`config.mk`:
```
export PLATFORM = sky130hd
export DESIGN_NAME = flash_mp_region_sel_seq
export DESIGN_NICKNAME = d
export VERILOG_FILES = /design/src/rtl/flash_mp_region_sel_seq.sv
export SDC_FILE = /design/constraint.sdc
export NUM_CORES = 1
export LEC_CHECK = 0
export ABC_AREA = 1
export CORE_UTILIZATION = 40
export CTS_CLUSTER_DIAMETER = 30
export DETAILED_ROUTE_END_ITERATION = 8
export GPL_TIMING_DRIVEN = 1
export PLACE_DENSITY = 0.68
export SYNTH_ARGS = -nofsm -noshare
export SYNTH_HDL_FRONTEND = slang
export SYNTH_SLANG_ARGS = --single-unit
export TNS_END_PERCENT = 50
```
`constraint.sdc`:
```
create_clock -name clk_i -period 3.84 [get_ports clk_i]
set_clock_uncertainty 0.05 [all_clocks]
set_input_delay 0.96 -clock clk_i [delete_from_list [all_inputs] [get_ports clk_i]]
set_output_delay 0.96 -clock clk_i [all_outputs]
set_load 0.03 [all_outputs]
```
`src/rtl/flash_mp_region_sel_seq.sv`:
```
// flash_mp_region_sel_seq: lowest-index address-window match with registered allow/deny response
module flash_mp_region_sel_seq #(
  parameter int NumRegions = 8,
  parameter int AddrW = 16,
  parameter int AttrW = 4,
  parameter logic [AttrW-1:0] DefaultAttr = '0,
  parameter logic [AttrW-1:0] HwDataAttr = AttrW'(1),
  parameter int RegIdxW = (NumRegions > 1) ? $clog2(NumRegions) : 1
) (
  input  logic                  clk_i,
  input  logic                  rst_ni,
  input  logic                  cfg_we_i,
  input  logic [RegIdxW-1:0]    cfg_idx_i,
  input  logic                  cfg_en_i,
  input  logic [AddrW-1:0]      cfg_base_i,
  input  logic [AddrW:0]        cfg_size_i,
  input  logic [AttrW-1:0]      cfg_attr_i,
  input  logic                  cfg_lock_i,
  input  logic                  req_valid_i,
  output logic                  req_ready_o,
  input  logic [AddrW-1:0]      req_addr_i,
  input  logic [1:0]            req_op_i,
  input  logic                  req_hw_i,
  output logic                  rsp_valid_o,
  input  logic                  rsp_ready_i,
  output logic                  rsp_allow_o,
  output logic                  rsp_hit_o,
  output logic [RegIdxW-1:0]    rsp_region_o,
  output logic [AttrW-1:0]      rsp_attr_o,
  output logic [7:0]            deny_cnt_o,
  output logic [NumRegions-1:0] lock_o
);
  logic [NumRegions-1:0] en_q, lock_q, match;
  logic [AddrW-1:0]      base_q [NumRegions];
  logic [AddrW:0]        size_q [NumRegions];
  logic [AttrW-1:0]      attr_q [NumRegions];
  logic                  hit, allow, accept;
  logic [RegIdxW-1:0]    idx;
  logic [AttrW-1:0]      attr;

  // Out-of-range indices match no region, so such writes fall through untouched
  always_ff @(posedge clk_i or negedge rst_ni) begin
    if (!rst_ni) begin
      en_q <= '0;
      lock_q <= '0;
      for (int i = 0; i < NumRegions; i++) begin
        base_q[i] <= '0;
        size_q[i] <= '0;
        attr_q[i] <= '0;
      end
    end else begin
      for (int i = 0; i < NumRegions; i++) begin
        if (cfg_we_i && cfg_idx_i == RegIdxW'(i) && !lock_q[i]) begin
          en_q[i] <= cfg_en_i;
          base_q[i] <= cfg_base_i;
          size_q[i] <= cfg_size_i;
          attr_q[i] <= cfg_attr_i;
          lock_q[i] <= cfg_lock_i;
        end
      end
    end
  end

  // Window end is widened so base+size can never wrap
  for (genvar g = 0; g < NumRegions; g++) begin : g_match
    assign match[g] = en_q[g] && req_addr_i >= base_q[g] &&
                      (AddrW+2)'(req_addr_i) < (AddrW+2)'(base_q[g]) + (AddrW+2)'(size_q[g]);
  end

  always_comb begin
    hit = 1'b0;
    idx = '0;
    for (int i = NumRegions - 1; i >= 0; i--) begin
      if (match[i]) begin
        hit = 1'b1;
        idx = RegIdxW'(i);
      end
    end
  end

  assign attr = req_hw_i ? HwDataAttr : hit ? attr_q[idx] : DefaultAttr;
  assign allow = req_op_i != 2'd3 && attr[req_op_i];
  assign req_ready_o = !rsp_valid_o || rsp_ready_i;
  assign accept = req_valid_i && req_ready_o;
  assign lock_o = lock_q;

  always_ff @(posedge clk_i or negedge rst_ni) begin
    if (!rst_ni) begin
      rsp_valid_o <= 1'b0;
      rsp_allow_o <= 1'b0;
      rsp_hit_o <= 1'b0;
      rsp_region_o <= '0;
      rsp_attr_o <= '0;
      deny_cnt_o <= '0;
    end else if (accept) begin
      rsp_valid_o <= 1'b1;
      rsp_allow_o <= allow;
      rsp_hit_o <= hit;
      rsp_region_o <= idx;
      rsp_attr_o <= attr;
      if (!allow && deny_cnt_o != 8'hFF) deny_cnt_o <= deny_cnt_o + 8'd1;
    end else if (rsp_ready_i) begin
      rsp_valid_o <= 1'b0;
    end
  end
endmodule

```
Word-level counts from Yosys, hierarchy flattened
Cells that the tools add are included.
{ "totals": {"register_bits": 330, "input_bits": 66, "out_inout_bits": 27} }
{ "op_classes": {"addsub": 9, "order_cmp": 18, "n_eq_ne": 9, "mux": 25, "bitwise": 1, "n_reduce_logical": 49} }
{ "ops": {"columns": ["operator", "count"], "rows": [
  ["$add 16x17->18", 8],
  ["$lt 16x18->1", 8],
  ["$ge 16x16->1", 8],
  ["$logic_and 1x1->1", 35],
  ["$mux 3", 8],
  ["$mux 4", 4],
  ["$bmux 4 s3", 1],
  ["$eq 3x3->1 const B", 4],
  ["$mux 1", 11],
  ["$logic_not 1->1", 10],
  ["$add 8x1->8 const B", 1],
  ["$ne 8x8->1 const B", 1],
  ["$eq 3x2->1 const B", 2],
  ["$ge 4x4->1 const B", 1],
  ["$not 3->4", 1],
  ["$eq 3x1->1 const B", 1],
  ["$logic_not 3->1", 1],
  ["$lt 2x3->1 const B", 1],
  ["$bmux 1 s2", 1],
  ["$ne 2x2->1 const B", 1],
  ["$reduce_and 2->1", 1],
  ["$reduce_bool 2->1", 1],
  ["$logic_or 1x1->1", 1]
]} }

Longest topological paths before layout
Gate-level depths: netlist of run 1.
{ "depth": {"depth_word": 23, "depth_mapped": 37} }

Worst setup path after synthesis of run 1
No wires, ideal clock.
{ "synth_path": {"kind": "register to register", "startpoint": "register base_q[65] (netlist name)", "endpoint": "register deny_cnt_o[2]", "arrival_ps": 3763, "path_slack_ps": -92, "path_stages_with_launch": 32, "period_less_slack_ps": 3932, "cell_sequence": "dfrtp_1 > ha_1 > a211o_1 > o21ai_0 > o21ai_1 > a31oi_1 > o21ai_0 > nand3_1 > nand2_1 > xnor2_1 > ha_1 > a21oi_1 > nor2_1 > a211oi_1 > nand2_1 > nand3_1 > nand2_1 > nand3b_1 > nand2_1 > nand2_1 > nand2_2 > nand2_4 > buf_6 > nand3b_1 > nand3_1 > nand3_1 > nand2_1 > nand3_1 > nand3_4 > nand3_4 > nand2_1 > nand2_1"} }
{ "synth_between": {"elab_chain_cells": 19, "word_cells_on_any_way": 25} }
{ "synth_lines": {"columns": ["element", "line_no", "rtl"], "rows": [
  ["start, declared", "34", "logic [AddrW-1:0] base_q [NumRegions];"],
  ["start signal, assigned by index", "55", "base_q[i] <= cfg_base_i;"],
  ["$add 16x17->18 or $ge 16x16->1 (tied branches)", "67, 66", null],
  ["$lt 16x18->1 or $logic_and 1x1->1 (tied branches)", "67, 66", null],
  ["$logic_and 1x1->1 (*)", "66", "assign match[g] = en_q[g] && req_addr_i >= base_q[g] &&"],
  ["$mux 3 (4 in a row)", "74", "if (match[i]) begin"],
  ["$not 3->4 (implied by the code)", "81", "assign attr = req_hw_i ? HwDataAttr : hit ? attr_q[idx] : DefaultAttr;"],
  ["$bmux 4 s3", "81", null],
  ["$mux 4 (implied by the code) (2 in a row)", "81", null],
  ["$mux 4 (*) (2 in a row)", "81", null],
  ["$bmux 1 s2 (*)", "82", "assign allow = req_op_i != 2'd3 && attr[req_op_i];"],
  ["$mux 1 (implied by the code) (*)", "82", null],
  ["$logic_and 1x1->1 (*)", "82", null],
  ["$logic_not 1->1 (*)", "101", "if (!allow && deny_cnt_o != 8'hFF) deny_cnt_o <= deny_cnt_o + 8'd1;"],
  ["$logic_and 1x1->1 (*)", "101", null],
  ["$reduce_and 2->1 (no line) (*)", null, null],
  ["end signal, assigned", "101", null],
  ["end, declared", "30", "output logic [7:0] deny_cnt_o,"]
]} }
Mark *: on every way between the ends. The rest lies on a longest branch, timed or not. The select of a mux whose other input is x is not followed.
A chain may end at the register's enable or synchronous reset.

Worst setup path after layout of run 1
{ "layout_path": {"startpoint": "register base_q[36] (netlist name)", "endpoint": "register deny_cnt_o[7]"} }
{ "layout_between": {"elab_chain_cells": 21, "word_cells_on_any_way": 29} }
{ "layout_lines": {"columns": ["element", "line_no"], "rows": [
  ["$add 16x17->18 or $ge 16x16->1 (tied branches)", "67, 66"],
  ["$lt 16x18->1 or $logic_and 1x1->1 (tied branches)", "67, 66"],
  ["$logic_and 1x1->1 (*)", "66"],
  ["$mux 3 (6 in a row)", "74"],
  ["$not 3->4 (implied by the code)", "81"],
  ["$bmux 4 s3", "81"],
  ["$mux 4 (implied by the code) (2 in a row)", "81"],
  ["$mux 4 (*) (2 in a row)", "81"],
  ["$bmux 1 s2 (*)", "82"],
  ["$mux 1 (implied by the code) (*)", "82"],
  ["$logic_and 1x1->1 (*)", "82"],
  ["$logic_not 1->1 (*)", "101"],
  ["$logic_and 1x1->1 (*)", "101"],
  ["$reduce_and 2->1 (no line) (*)", null]
]} }
Marks and branches as above.

==> results of run 1 <==
## sequential cells by signal, summed over array words and instances (netlist names)
name          cells
size_q          136
base_q          128
attr_q           32
deny_cnt_o        8
en_q              8
lock_o            8
rsp_attr_o        4
rsp_region_o      3
rsp_allow_o       1
rsp_hit_o         1
rsp_valid_o       1
## routing by layer
metal	up-vias	GRT usage, %	routed length [um]
met5	-	0	0
met4	0	12.7	4150
met3	221	4.11	5210
met2	730	45.1	38300
met1	11300	33.9	34100
li1	11600	-	-
## how the worst max path moves through the flow
stage                   from       endpoint  cells after the start
5_1_grt           base_q[40]  deny_cnt_o[6]                     32
2_1_floorplan     base_q[65]  deny_cnt_o[2]                     32
3_5_place_dp   req_addr_i[4]  deny_cnt_o[2]                     24
3_3_place_gp   req_addr_i[9]  deny_cnt_o[4]                     27
6_report          base_q[36]  deny_cnt_o[7]                     32
4_1_cts           size_q[69]  deny_cnt_o[7]                     31
## cells in the mapped netlist (27+ instances only)
| master | instances | share of area (%) |
|---|---|---|
| nand4_1 | 27 | 0.70 |
| nor3_1 | 29 | 0.60 |
| nand2_1 | 765 | 12 |
| nor2_1 | 117 | 1.8 |
| clkbuf_1 | 59 | 0.92 |
| nand3_1 | 113 | 2.3 |
| dfrtp_1 | 330 | 34 |
| o21ai_0 | 392 | 8.1 |
| ha_1 | 377 | 20 |
| inv_1 | 331 | 5.1 |
| a21oi_1 | 227 | 4.7 |
| xnor2_1 | 54 | 2.0 |
| xor2_1 | 63 | 2.3 |
## per-stage QoR
| stage | hold WS (ns) | instance area, um2 | setup slack [ns] | total power [mW] | std cells |
|---|---|---|---|---|---|
| 3_5_place_dp | 0.419 | 29900 | -1.06 | 4.61 | 4355 |
| 2_1_floorplan | 0.394 | 24200 | -0.0264 | 4.00 | 3057 |
| 3_3_place_gp | 0.416 | 29900 | -1.01 | 4.60 | 4355 |
| 6_report | 0.309 | 33900 | -0.662 | 12.5 | 4534 |
| 4_1_cts | 0.326 | 33600 | -0.560 | 12.5 | 4530 |
| 5_1_grt | 0.348 | 33900 | -0.935 | 12.9 | 4533 |
## logic make-up after synthesis
| logic type | count (synthesis) | synth area share, % |
|---|---|---|
| AO/OA/AOI/OAI | 724 | 16.1 |
| flip-flops | 330 | 34.2 |
| buffers and inverters | 402 | 6.31 |
| adder cells (fa/ha/maj) | 385 | 20.2 |
| XOR/XNOR | 117 | 4.24 |
| AND/OR/NAND/NOR | 1099 | 18.9 |
## report_power, final
group	total, mW	switching [mW]	leakage [nW]	internal [mW]
sequential	3.56	0.0383	4.56	3.52
combinational	1.03	0.628	10.5	0.401
clock	7.88	2.30	1.55	5.58
## what timing repair did
| item | CTS | global route |
|---|---|---|
| gates resized for setup | 97 | 49 |
| hold endpoints to repair | 0 | 0 |
| setup endpoints to repair | 17 | 17 |
| setup buffers | 11 | 3 |
| pin swaps | 49 | 37 |
## layout make-up
type / count / area share, %
Timing Repair Buffer: 607 / 15.3
Multi-Input combinational cell: 2325 / 44.3
Antenna cell: 1 / 0.00739
Inverter: 334 / 3.70
Sequential cell: 330 / 24.4
Tap cell: 773 / 2.86
Clock inverter: 49 / 1.95
Clock buffer: 115 / 7.53
## critical path: cells and delay by family, from the launching register on
family          cells  cell delay, ns
xor+xnor            1            0.11
simple gates       24            2.23
compound gates      3            0.74
fa+ha+maj           2            0.60
flops               1            0.37
buf+inv             2            0.27
==> flow_metrics.py, run 1 <==
metrics = {
    "cells_and_area": {
        "multi_input_area_um2": 15000,
        "drive_gt1_share_pct": 21.8,
        "final_common_cell": "nand2_1",
        "syn_to_final_growth_pct": 40.2,
        "final_cell_mix": "nand2_1, buf_4, o21ai_0, ha_1, dfrtp_1",
        "seq_area_um2": 8260,
        "final_nets": 4140,
        "fillers": 5232,
        "post-route-util_pct": 57.1,
    },
    "grt": {
        "antenna_found_initial": 2,
        "grt_max_degree": 78,
        "grt_pass1_wl_mm": 126,
        "grt_usage_pct": 26.9,
        "gr-total-overflow": 0,
        "grt_pass1_vias": 23400,
    },
    "routing": {
        "vias": 23800,
        "drc": 8,
        "drtIter0Drc": 1780,
        "vias_per_cell": 5.25,
        "drt-pass1-iter-count": 9,
        "routed_wl_mm": 81.8,
        "ant_nets": 0,
        "wl_per_cell_um": 18.0,
    },
    "logic_synthesis": {
        "ys_seq_area_share_pct": 34.2,
        "ys_ff_latch": 330,
        "syn_area_um2": 24200,
        "synth_nets": 3508,
        "synth_ff_type": "dfrtp_1",
        "synth_edf_count": 0,
        "async_reset_ff_share_pct": 100,
        "syn_avg_cell_area_um2": 7.90,
        "yosysWarnings": 0,
        "ys_types": 51,
        "synthCells": 3057,
    },
    "run": {
        "max_cap_viol_count": 0,
    },
    "clock_tree": {
        "htreeDepth": 3,
        "cts_buffer_depth": 3,
        "root_buffer": "clkbuf_16",
        "clk_pin_slew_ns": 0.04,
        "holdBufCountCts": 0,
        "cts_tree": "built",
        "clock-sinks": 330,
        "clk_latency_ns": 0.62,
        "numCtsBuffers": 91,
    },
    "timing": {
        "tightest_slew_ns": 0.785,
        "fin_ws_ns": -0.662,
        "fmax_mhz": 222,
        "fin_crit_sh_pct": 117,
        "slew-limit-headroom_pct": 47.7,
        "setup_viol": 14,
        "drv_slew": 0,
        "fin_crit_ns": 4.50,
        "finalHoldViolCount": 0,
        "tns_ns": -7.06,
        "grt_setup_unrepaired": "yes",
    },
    "setup_path": {
        "path_class": "reg -> reg",
        "rrSetupSlack_ns": -0.66,
        "start_kind": "flip-flop",
        "cp.arrival_ns": 4.95,
        "cpMostUsedCell": "nand2_1",
        "cp_max_fo": 15,
        "required_ns": 4.28,
        "max_stage_delay_ns": 0.37,
        "ff2ff_path_depth": 32,
        "timing.rr.end": "deny_cnt_o[7]",
        "cpMaxStageDelayCell": "dfrtp_1",
        "r2r-start": "base_q[36]",
        "crit_path_end_kind": "flip-flop",
    },
    "worst_hold_path": {
        "hold_class": "in -> async",
    },
    "die": {
        "io_pins": 93,
        "start_util_pct": 40.7,
        "die_h_um": 248,
        "die_area_um2": 61400,
        "die_w_um": 248,
        "rows": 89,
        "core_area_um2": 59400,
    },
    "pwr": {
        "p_leak_nw": 16.6,
        "power.density_nw_per_um2": 368,
        "peakVddDrop_v": 0.000330,
    },
    "status": {
        "status": "complete, but fails checks",
        "failed_checks": "design-rule violations, negative setup slack",
    },
    "placement": {
        "dp_hpwl_mm": 61.2,
        "gp_congestion": 0.952,
        "io_buffer_count": 92,
    },
}
(Power assumes the default switching activity.)
==> run 2: changes to the inputs <==
--- a/config.mk
+++ b/config.mk
@@ -5,7 +5,7 @@
 export SDC_FILE = /design/constraint.sdc
 export NUM_CORES = 1
 export LEC_CHECK = 0
-export ABC_AREA = 1
+export ABC_AREA = 0
 export CORE_UTILIZATION = 40
 export CTS_CLUSTER_DIAMETER = 30
 export DETAILED_ROUTE_END_ITERATION = 8
==> run 2 against run 1 <==
  * The flow finishes with violations (negative setup slack)
  * Die area rose by 0.40%
  * Fmax fell by 23%
  * Via count is 7.6% lower
  * Core utilization decreased by 0.41 points
  * Clock power hardly changed
  * Sequential power up 53%
  * Clock-buffer cell count increased by 2
  * Critical path depth down 3
  * Sequential share of layout area grew 0.13 points
  * Synthesized cell count decreased by 18%
  * Cell area fell by 0.53%
  * Critical endpoint is now deny_cnt_o[6]
==> flow_metrics.py, run 2 <==
metrics = {
    "routing": {
        "ant_nets": 0,
        "drc": 0,
        "vias_per_cell": 5.54,
        "vias": 22000,
        "wl_per_cell_um": 20.3,
        "drtIter0Drc": 1287,
        "met2WireLength_mm": 36.6,
        "top_layer": "met4",
        "routedLengthMet1_mm": 35.2,
        "routed-wl-met3_mm": 5.45,
        "routed_wl_mm": 80.5,
        "drt-pass1-iter-count": 5,
    },
    "grt": {
        "grt_pass1_vias": 22900,
        "antenna_found_initial": 1,
        "grt_max_degree": 97,
        "gr-total-overflow": 0,
        "grt_usage_pct": 26.5,
        "grt_pass1_wl_mm": 126,
    },
    "die": {
        "rows": 89,
        "die_area_um2": 61600,
        "die_h_um": 248,
        "die_w_um": 248,
        "start_util_pct": 40.8,
        "core_area_um2": 59500,
        "io_pins": 93,
    },
    "setup_path": {
        "cp_max_fo": 5,
        "path_depth": 29,
        "start_kind": "flip-flop",
        "cp.arrival_ns": 6.32,
        "crit_path_end_kind": "flip-flop",
        "max_stage_delay_ns": 0.44,
        "crit_family": "compound AO/OA/AOI/OAI gates",
        "crit_buf_inv": 4,
        "cpMaxStageDelayCell": "o41ai_4",
        "required_ns": 4.30,
        "path_class": "reg -> reg",
        "ff2ff_path_depth": 29,
    },
    "timing": {
        "tightest_slew_ns": 0.922,
        "tns_ns": -27.48,
        "slew-limit-headroom_pct": 38.3,
        "fin_ws_ns": -2.02,
        "drv_slew": 0,
        "fin_crit_sh_pct": 153,
        "setup_viol": 17,
        "finalHoldViolCount": 0,
        "fmax_mhz": 171,
        "grt_setup_unrepaired": "yes",
        "fin_crit_ns": 5.86,
    },
    "pwr": {
        "p_leak_nw": 16.2,
        "comb_power_share_pct": 57.5,
        "pwr-share-seq_pct": 17.4,
        "power_mw": 31.4,
        "peakVddDrop_v": 0.000540,
        "swShare_pct": 39.1,
        "p_sw_mw": 12.3,
        "p_int_mw": 19.2,
        "power.density_nw_per_um2": 933,
        "power_frac_clock_pct": 25.1,
    },
    "logic_synthesis": {
        "ys_ff_latch": 330,
        "yosys-top-cells-count": "ha_1, dfrtp_1, o21ai_0, nand2_1, a21oi_1",
        "syn_avg_cell_area_um2": 9.66,
        "async_reset_ff_share_pct": 100,
        "synth_top_area_share_pct": 34.1,
        "yosysWarnings": 0,
        "ys_seq_area_share_pct": 34.1,
        "synth_ff_type": "dfrtp_1",
        "synth.most_common_cell": "ha_1",
        "syn_area_um2": 24200,
        "ys_types": 87,
        "synth_edf_count": 0,
        "synth_top_area_cell": "dfrtp_1",
        "synth_nets": 2961,
        "synthTopCellsByArea": "dfrtp_1, ha_1, mux2_2, o21ai_0, a21oi_1",
        "synthCells": 2510,
    },
    "clock_tree": {
        "cts_tree": "built",
        "root_buffer": "clkbuf_16",
        "clock-sinks": 330,
        "clk_pin_slew_ns": 0.05,
        "clk_latency_ns": 0.63,
        "numCtsBuffers": 90,
        "htreeDepth": 3,
        "cts_buffer_depth": 3,
    },
    "cells_and_area": {
        "final_common_cell": "buf_4",
        "largest_register_ffs": 136,
        "drive_gt1_share_pct": 30.1,
        "final_cell_mix": "buf_4, ha_1, dfrtp_1, nand2_1, o21ai_0",
        "syn_to_final_growth_pct": 38.9,
        "final_nets": 3576,
        "regMostFlops": "size_q",
        "top_regs": "size_q x136, base_q x128, attr_q x32",
    },
    "placement": {
        "io_buffer_count": 92,
        "gp_congestion": 0.941,
        "dp_hpwl_mm": 58.8,
    },
    "run": {
        "max_cap_viol_count": 0,
    },
    "status": {
        "failed_checks": "negative setup slack",
        "status": "complete, but fails checks",
    },
    "worst_hold_path": {
        "hold_class": "in -> async",
    },
}
[run 2: layout make-up]
class	count	area [um2]
fill	5059	25800
multi-input combinational	1946	15700
sequential	330	8260
timing repair buffer	585	4910
clock buffer	117	2530
tap	773	967
clock inverter	47	678
inverter	172	646
antenna	1	2.50
[run 2: power groups by stage]
stage / clock (mW) / sequential, mW / combinational [mW]
after floorplan: 0 / 5.40 / 10.0
after global placement: 0 / 5.41 / 16.1
after detailed placement: 0 / 5.46 / 16.6
after CTS: 7.98 / 5.44 / 17.4
after global routing: 8.17 / 5.59 / 20.0
final: 7.90 / 5.46 / 18.1
[run 2: stage by stage]
step	std cells	util (%)	area [um2]	hold slack (ns)	setup WS, ns
after floorplan	2510	-	24400	0.423	-1.45
after global placement	3789	50.2	29900	0.435	-2.02
after detailed placement	3789	50.2	29900	0.425	-2.19
after CTS	3963	56.2	33400	0.349	-1.91
after global routing	3970	56.6	33700	0.367	-2.28
final	3971	56.6	33700	0.324	-2.02
[run 2: timing repair]
item,in CTS,in global routing
hold buffers,0,0
pin swaps,39,53
gates resized for setup,57,64
buffers inserted,11,7
endpoints found under the hold margin,0,0
endpoints found under the setup margin,17,17
[run 2: cells by family after synthesis]
kind of cell               Yosys count  synth area share [%]
AOI/OAI and AO/OA                  734                  18.9
xor gates and xnor gates           111                  4.04
adders and majority gates          385                  20.1
buffers and inverters              234                  3.86
DFF                                330                  34.1
muxes                              186                  8.61
and+or+nand+nor                    530                  10.4
[run 2: layer usage]
layer | global-route usage [%] | vias up
met2 | 42.6 | 703
li1 | - | 10400
met3 | 5.87 | 197
met1 | 34.2 | 10700
met5 | 0 | -
met4 | 11.4 | 0
[run 2: path summary, 6_finish.rpt]
kind | slack (ns) | end | startpoint
worst max-delay path | -2.02 | deny_cnt_o[6] | size_q[51]
worst min-delay path | 0.32 | base_q[65] | rst_ni
worst max register to register | -2.02 | deny_cnt_o[6] | size_q[51]
worst min register to register | 0.44 | rsp_hit_o | rsp_hit_o
max in group asynchronous | 2.51 | base_q[15] | rst_ni
min in group clk_i | 0.44 | rsp_hit_o | rsp_hit_o
